### config.mk
export PLATFORM = sky130hd
export DESIGN_NAME = vme_a16_slave_regport
export DESIGN_NICKNAME = d
export VERILOG_FILES = /design/src/rtl/vme_a16_slave_regport.sv
export SDC_FILE = /design/constraint.sdc
export NUM_CORES = 1
export LEC_CHECK = 0
export CAP_MARGIN = 10
export CORE_AREA = 2 2 190 192
export CTS_CLUSTER_DIAMETER = 50
export DETAILED_ROUTE_END_ITERATION = 10
export DIE_AREA = 0 0 192 194
export PLACE_DENSITY_LB_ADDON = 0.05
export SLEW_MARGIN = 5
export SYNTH_ARGS = -nofsm -noshare
export SYNTH_HDL_FRONTEND = slang
export SYNTH_SLANG_ARGS = --single-unit
### constraint.sdc
create_clock -name I_CLK_32M -period 5.4 [get_ports I_CLK_32M]
set_input_delay 1.08 -clock I_CLK_32M [delete_from_list [all_inputs] [get_ports I_CLK_32M]]
set_output_delay 1.08 -clock I_CLK_32M [all_outputs]
set_load 0.005 [all_outputs]
### src/rtl/vme_a16_slave_regport.sv
// VME A16/D16 slave front end: strobe synchroniser, window decode, register strobes,
// read-data drive and DTACK/BERR handshake.
`timescale 1ns/1ps
module vme_a16_slave_regport #(
   parameter logic [15:0] BASE_ADDR   = 16'h7C80,
   parameter int unsigned NREG        = 24,
   parameter logic [5:0]  AM_SUPER    = 6'h2D,
   parameter logic [5:0]  AM_USER     = 6'h29,
   parameter bit          USER_EN     = 1'b1,
   parameter int unsigned SYNC_STAGES = 2,
   parameter int unsigned DTACK_DELAY = 2,
   localparam int unsigned IW         = (NREG > 1) ? $clog2(NREG) : 1
) (
   input  logic               I_CLK_32M,
   input  logic               I_VME_SYSRESET,
   input  logic               I_VME_AS,
   input  logic               I_VME_DS0,
   input  logic               I_VME_DS1,
   input  logic               I_VME_WR,
   input  logic               I_VME_LWORD,
   input  logic [15:1]        I_VME_A,
   input  logic [5:0]         I_VME_AM,
   input  logic [15:0]        I_VME_D,
   output logic [15:0]        O_VME_D,
   output logic               O_VME_D_OE,
   output logic               O_VME_DTACK_D,
   output logic               O_VME_DTACK_EN,
   output logic               O_VME_BERR,
   output logic [IW-1:0]      O_REG_IDX,
   output logic [NREG-1:0]    O_REG_WR_STB,
   output logic [15:0]        O_REG_WDATA,
   output logic               O_REG_RD_STB,
   input  logic [NREG*16-1:0] I_REG_RDATA
);

   typedef enum logic [2:0] {
      StIdle, StDecode, StAccess, StAckWait, StAck, StErr, StWaitRel
   } state_e;

   localparam logic [3:0] CNT_INIT = (DTACK_DELAY > 0) ? 4'(DTACK_DELAY - 1) : 4'd0;

   state_e state_q, state_d;

   logic [SYNC_STAGES-1:0] as_sync, ds0_sync, ds1_sync, wr_sync;
   logic sas, sds0, sds1, swr, sel, ds_rel;

   logic [15:1]     addr_q;
   logic [5:0]      am_q;
   logic            lword_q;
   logic            rnw_q;
   logic [15:0]     data_q;
   logic [3:0]      cnt_q;
   logic [IW-1:0]   idx;
   logic            in_win, am_ok, idx_bad;
   logic [NREG-1:0] onehot;
   logic [15:0]     rdata_sel;

   logic [15:0]     vme_d_q, wdata_q;
   logic [NREG-1:0] wr_stb_q;
   logic            rd_stb_q, oe_q, dtack_q, berr_q;

   // Strobes are active low; synchronisers reset to the idle (high) level.
   always_ff @(posedge I_CLK_32M or posedge I_VME_SYSRESET) begin
      if (I_VME_SYSRESET) begin
         as_sync  <= '1;
         ds0_sync <= '1;
         ds1_sync <= '1;
         wr_sync  <= '1;
      end else begin
         as_sync  <= {as_sync[SYNC_STAGES-2:0], I_VME_AS};
         ds0_sync <= {ds0_sync[SYNC_STAGES-2:0], I_VME_DS0};
         ds1_sync <= {ds1_sync[SYNC_STAGES-2:0], I_VME_DS1};
         wr_sync  <= {wr_sync[SYNC_STAGES-2:0], I_VME_WR};
      end
   end

   assign sas    = as_sync[SYNC_STAGES-1];
   assign sds0   = ds0_sync[SYNC_STAGES-1];
   assign sds1   = ds1_sync[SYNC_STAGES-1];
   assign swr    = wr_sync[SYNC_STAGES-1];
   assign sel    = !sas && !sds0 && !sds1;
   assign ds_rel = sds0 && sds1;

   assign idx     = addr_q[IW:1];
   assign am_ok   = (am_q == AM_SUPER) || (USER_EN && (am_q == AM_USER));
   assign in_win  = (addr_q[15:IW+1] == BASE_ADDR[15:IW+1]) && am_ok;
   assign idx_bad = {{(32-IW){1'b0}}, idx} >= NREG;

   always_comb begin
      onehot    = '0;
      rdata_sel = '0;
      for (int unsigned k = 0; k < NREG; k++) begin
         if (idx == IW'(k)) begin
            onehot[k] = 1'b1;
            rdata_sel = I_REG_RDATA[16*k +: 16];
         end
      end
   end

   always_comb begin
      state_d = state_q;
      unique case (state_q)
         StIdle:    if (sel) state_d = StDecode;
         StDecode: begin
            if (!in_win)                   state_d = StWaitRel;
            else if (idx_bad || !lword_q)  state_d = StErr;
            else                           state_d = StAccess;
         end
         // An early DS release skips the remaining delay; ACK then lasts one cycle.
         StAccess:  state_d = (DTACK_DELAY == 0 || ds_rel) ? StAck : StAckWait;
         StAckWait: if (cnt_q == 4'd0 || ds_rel) state_d = StAck;
         StAck:     if (ds_rel) state_d = StWaitRel;
         StErr:     if (ds_rel) state_d = StWaitRel;
         StWaitRel: if (sas) state_d = StIdle;
         default:   state_d = StIdle;
      endcase
   end

   always_ff @(posedge I_CLK_32M or posedge I_VME_SYSRESET) begin
      if (I_VME_SYSRESET) begin
         state_q <= StIdle;
         addr_q  <= '0;
         am_q    <= '0;
         lword_q <= 1'b1;
         rnw_q   <= 1'b1;
         data_q  <= '0;
         cnt_q   <= CNT_INIT;
      end else begin
         state_q <= state_d;
         if (state_q == StIdle && sel) begin
            addr_q  <= I_VME_A;
            am_q    <= I_VME_AM;
            lword_q <= I_VME_LWORD;
            rnw_q   <= swr;
            data_q  <= I_VME_D;
         end
         if (state_q != StAckWait)  cnt_q <= CNT_INIT;
         else if (cnt_q != 4'd0)    cnt_q <= cnt_q - 4'd1;
      end
   end

   // Bus-side outputs are registered from the next state so they change with it.
   always_ff @(posedge I_CLK_32M or posedge I_VME_SYSRESET) begin
      if (I_VME_SYSRESET) begin
         vme_d_q  <= '0;
         wdata_q  <= '0;
         wr_stb_q <= '0;
         rd_stb_q <= 1'b0;
         oe_q     <= 1'b0;
         dtack_q  <= 1'b0;
         berr_q   <= 1'b0;
      end else begin
         wr_stb_q <= (state_d == StAccess && !rnw_q) ? onehot : '0;
         rd_stb_q <= (state_d == StAccess) && rnw_q;
         if (state_d == StAccess) begin
            if (rnw_q) vme_d_q <= rdata_sel;
            else       wdata_q <= data_q;
         end
         oe_q    <= rnw_q && (state_d == StAckWait || state_d == StAck);
         dtack_q <= (state_d == StAck);
         berr_q  <= (state_d == StErr);
      end
   end

   assign O_VME_D        = vme_d_q;
   assign O_VME_D_OE     = oe_q;
   assign O_VME_DTACK_D  = !dtack_q;
   assign O_VME_DTACK_EN = dtack_q;
   assign O_VME_BERR     = berr_q;
   assign O_REG_IDX      = idx;
   assign O_REG_WR_STB   = wr_stb_q;
   assign O_REG_WDATA    = wdata_q;
   assign O_REG_RD_STB   = rd_stb_q;

endmodule

==> results of run 1 <==
## layout make-up
type	count	area [µm²]	area share
Multi-Input combinational cell	745	5175	0.3594
Timing Repair Buffer	521	5161	0.3585
Clock buffer	18	439.2	0.03050
Inverter	15	58.81	0.004084
Tap cell	461	576.8	0.04006
Clock inverter	14	131.4	0.009125
Antenna cell	2	5.005	0.0003476
Sequential cell	113	2850	0.1980
## state kept, by name, indices dropped and copies added (netlist names), 3 cells and up
register	count
O_REG_WR_STB	24
O_REG_WDATA	16
O_VME_D	16
data_q	16
addr_q	15
am_q	5
cnt_q	4
state_q	3
## cell families (layout without fill, tap and decap cells)
group	after synthesis	after routing	share of synthesized area
AO/OA/AOI/OAI	347	347	0.2709
AND/OR/NAND/NOR	271	271	0.1594
multiplexers	122	122	0.1750
flip-flops	113	113	0.3376
buffers and inverters	103	568	0.05100
XOR/XNOR	3	3	0.003123
adder cells (fa/ha/maj)	2	2	0.002973
other	0	2	0
## through the flow
| stage | area [µm²] | hold WS [ns] |
|---|---|---|
| after detailed placement | 13810 | 0.3468 |
| final | 14400 | 0.3511 |
| after CTS | 14380 | 0.3499 |
| after global placement | 13810 | 0.3467 |
| after global routing | 14400 | 0.3569 |
| after floorplan | 8416 | 0.3452 |
## Yosys cell counts, drive strengths merged, types with 10 or more instances
library cell and number:
o31ai 10, buf 39, a211oi 17, a31oi 11
dfrtp 102, a22oi 11, nand3 18, a21o 12
a21oi 87, nand2 66, clkbuf 49, nor3 18
o21ai 72, nand2b 14, dfstp 11, nor2b 17
o221ai 15, o21a 11, mux4 13, o22ai 24
mux2i 38, inv 14, mux2 71, nor2 90
## metal layers
metal	wire [µm]	global-route usage	part of all wire	up-vias
met5	13	0	0.00025	-
li1	-	-	-	4549
met2	25420	0.4649	0.49	493
met1	22180	0.3589	0.42	4887
met3	4274	0.06208	0.082	38
met4	500	0.04354	0.0095	2
## critical path, delay by kind of cell, from the launching register on
kind,cells,cell delay (ns)
buffers and inverters,1,0.53
AND/OR/NAND/NOR,1,0.70
flip-flops,1,0.76
AO/OA/AOI/OAI,6,1.53
## where the power goes
part | leakage [nW] | total [mW] | internal (mW) | switching [mW]
registers | 1.39 | 1.44 | 1.16 | 0.281
clock network | 0.269 | 1.10 | 0.649 | 0.456
logic | 3.79 | 4.25 | 1.77 | 2.48
## how the worst max path moves through the flow
stage	slack, ns	endpoint	cells after the start	startpoint
final	1.66	O_VME_D[4]	8	addr_q[2]
after detailed placement	1.56	O_REG_WDATA[10]	7	addr_q[8]
after global placement	1.65	O_REG_WDATA[12]	7	addr_q[8]
after floorplan	1.35	O_REG_RD_STB	1	I_VME_SYSRESET
after global routing	1.59	O_VME_D[4]	8	addr_q[2]
after CTS	1.56	O_REG_WDATA[10]	7	addr_q[8]
==> out/metrics.yaml, run 1 <==
floorplan:
  ios: 494
  die_area_mm2: 0.03725
  effective_utilization_at_floorplan: 0.2389
  core_mm2: 0.03522
  rows: 69
  die_h_um: 194
  die_width_um: 192
sta:
  clock-skew-final_ns: 0.01652
  fin_ws_ns: 1.664
  timing.final.hold_violations: 0
  final_period_minus_worst_setup_slack_ns: 3.736
  max-slew-margin-rel: 0.2289
  setup_tns_ns: 0
  max_slew.worst_pin.slew_ns: 1.152
  post-route-period-util: 0.6919
  setup_viol_count_final: 0
  achievable-frequency_mhz: 267.6
  rsz0062_at_grt: "false"
  slew_viol_final: 0
worst_hold_path:
  worst_hold_path_type: "register to register"
  whs_path_depth: 0
  worstHoldStart: "wr_sync[0]"
  min_to: "wr_sync[1]"
placement:
  pre_cts_ws_ns: 1.563
  hpwl_mm: 40.52
  port_buffers: 492
  placed_cells_incl_taps: 1854
  gp_congestion: 0.8407
clocking:
  cts_inserted_buffers: 17
  clkSinkCount: 113
  cts_htree_levels: 4
  clockRootBuffer: "clkbuf_16"
  hold_buffers: 0
  ctsResizeCount: 0
  clk_latency_ns: 0.44
  cts_tree: "built"
  post-cts-setup-buffer-count: 0
  cts.clk_slew.worst_paths_ns: 0.07
  ctsLongestPathBuffers: 2
synth:
  synth_cell_types: 70
  synthFlopType: "dfrtp_1"
  edff_count_synth: 0
  yosysSeqAreaShare: 0.3376
  synth_top_area_share: 0.3033
  synth.net_count: 1391
  asr_flop_ratio_synth: 1.000
  cell_area_after_synthesis_mm2: 0.008416
  synth_area_leader_cell: "dfrtp_1"
  syn_inst: 961
  synth.area.top_cells: "dfrtp_1, mux2_2, a21oi_1"
  ff_latch_count_synth: 113
  count_of_warnings_emitted_by_yosys: 0
  synth_area_per_cell_um2: 8.757
detailed_routing:
  drc: 0
  post_drt_wl_per_cell_um: 27.73
  detail-route-antenna-nets: 0
  drt_wl_total_mm: 52.39
  first_iter_violations: 755
  drt_pre_antenna_iters: 8
  viasPerCell: 5.277
  via_count: 9969
worst_setup_path:
  timing.critical_path.fanout_max: 114
  worstSetupEndpointType: "register"
  cp_data_arrival_time_ns: 4.04
  critPathRequiredTime_ns: 5.70
  regToRegSetupSlack_ns: 1.66
  crit_top_cell: "o21ai_0"
  critical-path-max-stage-delay_ns: 0.76
  worstRegToRegCells: 8
  cp_cell_sequence: "buf_12, nand2b_1, o21ai_0, a221o_1, a41oi_1, a311oi_1, a2bb2oi_1, o21ai_0"
  startpoint_type: "register"
  master_of_the_slowest_instance_on_the_critical_path: "dfrtp_4"
  r2r_end: "O_VME_D[4]"
  r2r_start: "addr_q[2]"
  critPathKind: "register to register"
global_route:
  grt_max_degree: 115
  grt_antenna_before_repair: 3
  grt_overflow_total: 0
  grt_util_all_layers: 0.2736
  wire_length_of_the_first_global_routing_pass_mm: 73.11
  first_global_vias: 10250
final_layout:
  number_of_standard_cells_in_the_final_layout_excluding_fillers: 1889
  post_route_cells_drive_above_1_share: 0.1129
  leading_cell_type_in_the_layout_fill_and_taps_excluded: "clkdlybuf4s50_1"
  finish.utilization: 0.4087
  nets: 1843
  layout.filler_cells: 3659
  layout_overhead_on_the_synthesized_area_pct: 71.08
  commonest_non_fill_non_tap_cells_in_the_layout: "clkdlybuf4s50_1, dfrtp_1, nor2_1"
power_and_ir_drop:
  vdd_drop_max_uv: 318.1
  power.leakage_nw: 5.444
  power_mw: 6.789
  powerDensity_mw_per_mm2: 471.5
status:
  outcome: "complete, no violations"
flow_run:
  timing.max_cap.violations: 0
Power figures use the tool's default switching activity.
==> run 2, diff against run 1 <==
Settings changed: CORE_AREA 2 2 190 192 to 2 2 194 196, DIE_AREA 0 0 192 194 to 0 0 196 198.
Clock period 5.4 ns to 3.32 ns, I/O delays scaled along.
==> out/metrics.yaml, run 2 (synthesis results as in run 1) <==
flow_run:
  timing.max_cap.violations: 0
sta:
  max-slew-margin-rel: 0.5247
  fin_ws_ns: 0.2048
  max_slew.worst_pin.slew_ns: 0.6950
  post-route-period-util: 0.9383
  setup_tns_ns: 0
  final_period_minus_worst_setup_slack_ns: 3.115
  achievable-frequency_mhz: 321.0
  rsz0062_at_grt: "false"
  clock-skew-final_ns: 0.01587
  timing.final.hold_violations: 0
  setup_viol_count_final: 0
  slew_viol_final: 0
detailed_routing:
  via_count: 10120
  first_iter_violations: 880
  post_drt_wl_per_cell_um: 27.67
  drt_pre_antenna_iters: 8
  detail-route-antenna-nets: 0
  viasPerCell: 5.204
  drt_wl_total_mm: 53.81
  drc: 0
final_layout:
  leading_cell_type_in_the_layout_fill_and_taps_excluded: "clkdlybuf4s50_1"
  layout_overhead_on_the_synthesized_area_pct: 75.14
  post_route_cells_drive_above_1_share: 0.1316
  commonest_non_fill_non_tap_cells_in_the_layout: "clkdlybuf4s50_1, dfrtp_1, nor2_1"
  largest_register_ffs: 24
  nets: 1876
  layout.filler_cells: 3817
power_and_ir_drop:
  p_seq_frac: 0.200
  power_mw: 11.45
  power.leakage_nw: 5.625
  powerDensity_mw_per_mm2: 777.1
  net-switching-power_mw: 5.253
  power_internal_mw: 6.201
  vdd_drop_max_uv: 490.1
  clock_power_share: 0.168
  switching_share: 0.4586
  pwr-share-comb: 0.632
clocking:
  ctsResizeCount: 0
  clockRootBuffer: "clkbuf_16"
  hold_buffers: 0
  ctsLongestPathBuffers: 2
  cts_tree: "built"
  clk_latency_ns: 0.44
  cts_inserted_buffers: 17
  cts.clk_slew.worst_paths_ns: 0.07
  clkSinkCount: 113
  post-cts-setup-buffer-count: 0
  cts_htree_levels: 4
placement:
  port_buffers: 492
  pre_cts_ws_ns: 0.2063
  gp_congestion: 0.8494
  hpwl_mm: 42.56
status:
  outcome: "complete, no violations"
worst_setup_path:
  critical-path-max-stage-delay_ns: 0.66
  crit_top_cell: "nor2_1"
  cp_cell_sequence: "nor2b_2, nand2_1, nor2_1, nor2_1, a311oi_1, buf_4, o211ai_1, o211a_1"
  master_of_the_slowest_instance_on_the_critical_path: "dfrtp_4"
  cp_num_buf_inv: 1
  worstSetupEndpointType: "register"
  path_delay_family: "simple AND/OR/NAND/NOR gates"
  critPathKind: "register to register"
  startpoint_type: "register"
  cp_data_arrival_time_ns: 3.43
  timing.critical_path.fanout_max: 24
  critPathRequiredTime_ns: 3.64
floorplan:
  ios: 494
  die_area_mm2: 0.03881
  rows: 71
  die_width_um: 196
  die_h_um: 198
  effective_utilization_at_floorplan: 0.2277
  core_mm2: 0.03696
global_route:
  use_met3: 0.08193
  grt-busiest-layer: "met2"
  use_met2: 0.4303
  grt_overflow_total: 0
  grt_antenna_before_repair: 18
  first_global_vias: 10240
  globalRouteMet1Util: 0.3372
  grt_max_degree: 114
  grt_util_all_layers: 0.2675
  wire_length_of_the_first_global_routing_pass_mm: 73.40
worst_hold_path:
  worst_hold_path_type: "register to register"
run 2: cell types whose count changed in the layout (fill, tap and decap cells not counted), sizes merged:
cell | previous run | this run
clkinv | 7 | 5
clkinvlp | 4 | 5
diode | 2 | 12
buf | 28 | 62
inv | 17 | 15
bufinv | 1 | 3
run 2: final cells by class:
| cell class | instances | area (µm²) | share of cell area |
|---|---|---|---|
| Antenna cell | 12 | 30.03 | 0.002037 |
| Clock buffer | 19 | 442.9 | 0.03005 |
| Clock inverter | 13 | 161.4 | 0.01095 |
| Inverter | 15 | 60.06 | 0.004075 |
| Multi-Input combinational cell | 745 | 5175 | 0.3511 |
| Sequential cell | 113 | 2849 | 0.1933 |
| Tap cell | 474 | 593.1 | 0.04024 |
| Timing Repair Buffer | 554 | 5428 | 0.3683 |
run 2: through the flow:
step                instance area [µm²]  hold WS (ns)  instances  utilization
floorplan                          8419        0.3452        961            -
global placement                  14100        0.3470       1901       0.3817
detailed placement                14100        0.3479       1901       0.3817
CTS                               14710        0.3562       1933       0.3980
global route                      14740        0.3563       1944       0.3988
finish                            14740        0.3550       1945       0.3988
run 2: routing by layer:
metal	wire length, µm	vias to the layer above
li1	-	4633
met1	22450	4935
met2	25290	466
met3	4663	79
met4	1356	8
met5	55	-
run 2: path summary, 6_finish.rpt:
check | from | endpoint | slack (ns) | depth (start not counted)
worst max-delay path | addr_q[2] | O_VME_D[10] | 0.20 | 8
worst min-delay path | ds0_sync[0] | ds0_sync[1] | 0.36 | 0
worst max register to register | addr_q[2] | O_VME_D[10] | 0.20 | 8
worst min register to register | ds0_sync[0] | ds0_sync[1] | 0.36 | 0
max in group asynchronous | I_VME_SYSRESET | addr_q[2] | 2.01 | 3
min in group asynchronous | I_VME_SYSRESET | O_REG_WDATA[1] | 0.78 | 3
run 2: worst reg2reg max path, stage by stage, from the launching register on:
cell      delay, ns
dfrtp_4        0.66
nor2b_2        0.66
nand2_1        0.41
nor2_1         0.24
nor2_1         0.06
a311oi_1       0.51
buf_4          0.23
o211ai_1       0.08
o211a_1        0.14
run 2: power groups by stage:
stage,logic [mW],registers (mW),clock network (mW)
final,7.24,2.29,1.92
after global routing,7.70,2.36,2.03
after CTS,7.20,2.30,1.98
after detailed placement,7.17,2.32,0
after global placement,7.16,2.30,0
after floorplan,3.90,2.13,0
==> run 3, diff against run 2 <==
Settings changed: HOLD_SLACK_MARGIN from default to 0.05.
==> results of run 3 <==
Final layout, timing and power as in run 2 (identical DEF).
